--- src/rtl/seven_seg_scanner.sv ---
// Time-multiplexed common-anode seven-segment scanner with dead-time blanking.
// Optional leading-zero suppression via `define SEVEN_SEG_LEADING_ZERO_BLANK_EN.
module seven_seg_scanner #(
    parameter int NUM_DIGITS   = 4,
    parameter int CLK_DIV      = 100000,
    parameter int BLANK_CYCLES = 16
) (
    input  logic                    clk,
    input  logic                    rst_n,
    input  logic                    en,
    input  logic [4*NUM_DIGITS-1:0] digits,
    input  logic [NUM_DIGITS-1:0]   blank_mask,
    input  logic [NUM_DIGITS-1:0]   dp,
    output logic [NUM_DIGITS-1:0]   anode,
    output logic [6:0]              segs,
    output logic                    dp_n,
    output logic                    frame_tick
);

    localparam int CW = $clog2(CLK_DIV);
    localparam int IW = (NUM_DIGITS > 1) ? $clog2(NUM_DIGITS) : 1;
    localparam logic [CW-1:0] CNT_LAST  = CW'(CLK_DIV - 1);
    localparam logic [CW-1:0] CNT_BLANK = CW'(BLANK_CYCLES);
    localparam logic [IW-1:0] IDX_LAST  = IW'(NUM_DIGITS - 1);

    function automatic logic [6:0] font(input logic [3:0] h);
        logic [6:0] s;
        case (h)
            4'h0: s = 7'h40;
            4'h1: s = 7'h79;
            4'h2: s = 7'h24;
            4'h3: s = 7'h30;
            4'h4: s = 7'h19;
            4'h5: s = 7'h12;
            4'h6: s = 7'h02;
            4'h7: s = 7'h78;
            4'h8: s = 7'h00;
            4'h9: s = 7'h10;
            4'hA: s = 7'h08;
            4'hB: s = 7'h03;
            4'hC: s = 7'h46;
            4'hD: s = 7'h21;
            4'hE: s = 7'h06;
            default: s = 7'h0E;
        endcase
        return s;
    endfunction

    logic [CW-1:0]         cnt_q, cnt_d;
    logic [IW-1:0]         idx_q, idx_d;
    logic                  pend_q, pend_d;
    logic [NUM_DIGITS-1:0] anode_q, anode_d;
    logic [6:0]            segs_q, segs_d;
    logic                  dp_n_q, dp_n_d;
    logic                  frame_tick_q, frame_tick_d;
    logic [NUM_DIGITS-1:0] sup;
    logic [3:0]            nib;
    logic                  dark;

`ifdef SEVEN_SEG_LEADING_ZERO_BLANK_EN
    // A digit is suppressed while it and everything above it is a bare zero.
    logic zero_run;
    always_comb begin
        sup      = '0;
        zero_run = 1'b1;
        for (int i = NUM_DIGITS - 1; i > 0; i--) begin
            zero_run = zero_run && (digits[4*i +: 4] == 4'h0) && !dp[i];
            sup[i]   = zero_run;
        end
    end
`else
    assign sup = '0;
`endif

    always_comb begin
        cnt_d        = cnt_q;
        idx_d        = idx_q;
        pend_d       = pend_q;
        frame_tick_d = 1'b0;
        if (en) begin
            if (cnt_q == CNT_LAST) begin
                cnt_d = '0;
                if (idx_q == IDX_LAST) begin
                    idx_d  = '0;
                    pend_d = 1'b1;
                end else begin
                    idx_d = idx_q + 1'b1;
                end
            end else begin
                cnt_d = cnt_q + 1'b1;
            end
            // Tick lands on the output cycle showing digit 0's first blank cycle.
            if (pend_q && cnt_q == '0) begin
                frame_tick_d = 1'b1;
                pend_d       = 1'b0;
            end
        end

        nib  = digits[4*idx_q +: 4];
        dark = !en || (cnt_q < CNT_BLANK) || blank_mask[idx_q] || sup[idx_q];

        anode_d = '1;
        segs_d  = 7'h7F;
        dp_n_d  = 1'b1;
        if (!dark) begin
            anode_d[idx_q] = 1'b0;
            segs_d         = font(nib);
            dp_n_d         = ~dp[idx_q];
        end
    end

    always_ff @(posedge clk or negedge rst_n) begin
        if (!rst_n) begin
            cnt_q        <= '0;
            idx_q        <= '0;
            pend_q       <= 1'b0;
            anode_q      <= '1;
            segs_q       <= 7'h7F;
            dp_n_q       <= 1'b1;
            frame_tick_q <= 1'b0;
        end else begin
            cnt_q        <= cnt_d;
            idx_q        <= idx_d;
            pend_q       <= pend_d;
            anode_q      <= anode_d;
            segs_q       <= segs_d;
            dp_n_q       <= dp_n_d;
            frame_tick_q <= frame_tick_d;
        end
    end

    assign anode      = anode_q;
    assign segs       = segs_q;
    assign dp_n       = dp_n_q;
    assign frame_tick = frame_tick_q;

endmodule

--- config.mk ---
export PLATFORM = sky130hd
export DESIGN_NAME = seven_seg_scanner
export DESIGN_NICKNAME = d
export VERILOG_FILES = /design/src/rtl/seven_seg_scanner.sv
export SDC_FILE = /design/constraint.sdc
export NUM_CORES = 1
export LEC_CHECK = 0
export ABC_AREA = 1
export CAP_MARGIN = 5
export CELL_PAD_IN_SITES_DETAIL_PLACEMENT = 0
export CELL_PAD_IN_SITES_GLOBAL_PLACEMENT = 1
export CORE_MARGIN = 5
export CORE_UTILIZATION = 24
export CTS_CLUSTER_DIAMETER = 150
export DETAILED_ROUTE_END_ITERATION = 16
export PLACE_DENSITY_LB_ADDON = 0.08
export SYNTH_ARGS = -nofsm -noshare
export SYNTH_HDL_FRONTEND = slang
export SYNTH_SLANG_ARGS = --single-unit
--- constraint.sdc ---
create_clock -name clk -period 2.6 [get_ports clk]
set_input_delay 0.39 -clock clk [delete_from_list [all_inputs] [get_ports clk]]
set_output_delay 0.39 -clock clk [all_outputs]
set_load 0.05 [all_outputs]
==> flow_metrics.env <==
export IMPL_status="finished clean"
export IMPL_portBuffers=39
export IMPL_grt_setup_unrepaired="no"
export IMPL_cp_start_kind="register"
export IMPL_drcViolationCount=0
export IMPL_grt_max_degree=34
export IMPL_p_leak_nw=1.30
export IMPL_post_cts_resized=0
export IMPL_crit_buf_inv=1
export IMPL_min_period_ns=1.99
export IMPL_core_sq_um=8720
export IMPL_reg2reg_from="idx_q[0]"
export IMPL_critPathTopFamily="buffers and inverters"
export IMPL_worst_path_largest_cell_delay_ns=0.79
export IMPL_firstDrtPassIters=4
export IMPL_cts_setup_buffers=0
export IMPL_yosysTopAreaCell="dfrtp_1"
export IMPL_area_delta_synth_final_pct=29.6
export IMPL_layout_drive_gt1_share_pct=14.0
export IMPL_crit_arrival_ns=1.60
export IMPL_grt_pass1_wl_um=9540
export IMPL_min_from="pend_q"
export IMPL_ir_worst_vdd_uv=167
export IMPL_cp_end_kind="primary output"
export IMPL_setup_viol_count_final=0
export IMPL_crit_path_cell_trace="clkdlybuf4s50_1"
export IMPL_fmax_mhz=502
export IMPL_maxCapViolCount=0
export IMPL_die_w_um=105
export IMPL_dieArea_sq_um=11000
export IMPL_cts_hold_buf=0
export IMPL_synth_seq_cells=33
export IMPL_yosysTopAreaCellShare_pct=24.4
export IMPL_nFillCells=934
export IMPL_hold_class="reg2reg"
export IMPL_syn_area_sq_um=2160
export IMPL_cts_buffers=5
export IMPL_ys_types=28
export IMPL_syn_nets=335
export IMPL_post_route_period_util_pct=76.6
export IMPL_ys_seq_area_share_pct=39.0
export IMPL_ctsHtreeMaxLevel=2
export IMPL_num_vias=1939
export IMPL_clock_sinks=33
export IMPL_critical_path_class="reg2out"
export IMPL_synth_area_leaders="dfrtp_1, nand2_1, dfstp_2"
export IMPL_avgRoutedWirePerCell_um=12.0
export IMPL_initial_core_util_pct=24.7
export IMPL_cts_tree="done"
export IMPL_crit_slowest_cell="clkdlybuf4s50_1"
export IMPL_setup_tns_ns=0
export IMPL_hold_viol=0
export IMPL_io_pin_count=40
export IMPL_layout_nets=380
export IMPL_fin_worst_skew_ns=0.00806
export IMPL_rows=34
export IMPL_p_per_area_nw_per_um2=553
export IMPL_drtAntennaViolNets=0
export IMPL_clk_pin_slew_ns=0.07
export IMPL_synth_area_per_cell_sq_um=7.29
export IMPL_gr_total_overflow=0
export IMPL_wl_um=5420
export IMPL_dieHeight_um=105
export IMPL_worst_slew_pin_slew_ns=0.508
export IMPL_cts_buffer_depth=2
export IMPL_fin_hold_ws_ns=0.498
export IMPL_via_per_inst=4.31
export IMPL_ys_warn_count=0
export IMPL_gp_congestion=0.782
export IMPL_drv_slew=0
export IMPL_cts_root_buf="clkbuf_8"
export IMPL_crit_start="anode[3]"
export IMPL_n_antenna_cell=0
export IMPL_dp_hpwl_um=4200
export IMPL_max_slew_margin_pct=66.0
export IMPL_insertion_delay_ns=0.28
export IMPL_required_ns=2.21
export IMPL_synth_cells=296
export IMPL_antenna_found_initial=0
export IMPL_grt_usage_pct=10.4
export IMPL_drtIter0Drc=67
export IMPL_critPathMaxFanout=1
export IMPL_grt_pass1_vias=1971
metrics by stage:
stage | utilization (%) | cells | instance area [sq um] | power [mW] | setup WS [ns]
after global placement | 30.7 | 442 | 2680 | 1.06 | 0.617
final | 32.1 | 450 | 2800 | 1.55 | 0.609
after floorplan | - | 296 | 2160 | 0.912 | 1.01
after detailed placement | 30.7 | 442 | 2680 | 1.05 | 0.660
after CTS | 32.1 | 450 | 2800 | 1.58 | 0.578
after global routing | 32.1 | 450 | 2800 | 1.67 | 0.558
cell families (layout without fill, tap and decap cells):
group	count (synthesis)	count (layout)	synth area share [%]
and+or+nand+nor	187	187	40.3
buffers and inverters	42	88	7.95
DFF	33	33	39.0
AOI/OAI and AO/OA	19	19	4.64
adders and majority gates	12	12	6.96
xor gates and xnor gates	3	3	1.22
Yosys cell counts:
cell type,n
nor3_1,3
and2b_1,1
nand3_4,1
nand2_4,1
nand3_1,35
or2_2,1
nor2_1,35
o21ai_0,10
o21ai_2,1
nor2_2,5
buf_6,1
nand2_2,5
nand3_2,3
nand2_1,85
dfstp_2,12
dfrtp_1,21
xor2_1,3
nand3b_1,2
nand4_1,7
inv_1,33
nor2_4,3
a21oi_1,2
buf_2,2
inv_2,5
o21ai_1,5
o22ai_1,1
buf_4,1
ha_1,12
sequential cells by signal (all words and copies together) (netlist names):
register    flops
frame_tick      1
idx_q           2
segs            7
dp_n            1
pend_q          1
anode           4
cnt_q          17
power breakdown:
| part | internal [mW] | total, mW | switching (mW) | leakage, nW |
|---|---|---|---|---|
| clock | 0.312 | 0.508 | 0.196 | 0.0574 |
| combinational | 0.141 | 0.373 | 0.232 | 0.878 |
| sequential | 0.585 | 0.665 | 0.0797 | 0.367 |
| total | 1.04 | 1.55 | 0.508 | 1.30 |
final timing paths:
kind / to / slack, ns / depth (start not counted)
worst max register to register: segs[6] / 0.74 / 10
max in group asynchronous: segs[1] / 1.73 / 2
worst min-delay path: pend_q / 0.50 / 2
worst min register to register: pend_q / 0.50 / 2
worst max-delay path: anode[3] / 0.61 / 1
min in group asynchronous: cnt_q[2] / 0.51 / 2
routing by layer:
layer / global-route usage (%) / vias to the layer above / part of all wire [%]
met5: 0 / - / 0
met4: 3.47 / 0 / 1.4
met3: 2.53 / 5 / 4.2
met2: 17.0 / 43 / 46
met1: 13.6 / 869 / 48
li1: - / 1022 / -
final cells by class:
type	instances	area (sq um)	area share, %
clock buffers	6	82.6	2.95
inverters	38	143	5.10
clock inverters	2	37.5	1.34
flip-flops and latches	33	841	30.1
repair buffers	42	413	14.8
well taps	108	135	4.83
multi-input cells	221	1140	40.9
layout by cell type (no fill, tap or decap):
cell type	count
a21oi_1	2
dfrtp_1	21
clkdlybuf4s50_1	39
inv_1	33
nand3_4	1
or2_2	1
nand3_2	3
o21ai_0	10
ha_1	12
clkinvlp_4	1
nand2_4	1
o21ai_2	1
nor2_1	35
nand4_1	7
nand2_1	85
nand3_1	35
and2b_1	1
nor2_4	3
o21ai_1	5
nand3b_1	2
bufinv_16	1
xor2_1	3
inv_2	5
nand2_2	5
dfstp_2	12
buf_4	3
o22ai_1	1
clkbuf_8	6
nor3_1	3
nor2_2	5
(Power assumes the default switching activity.)
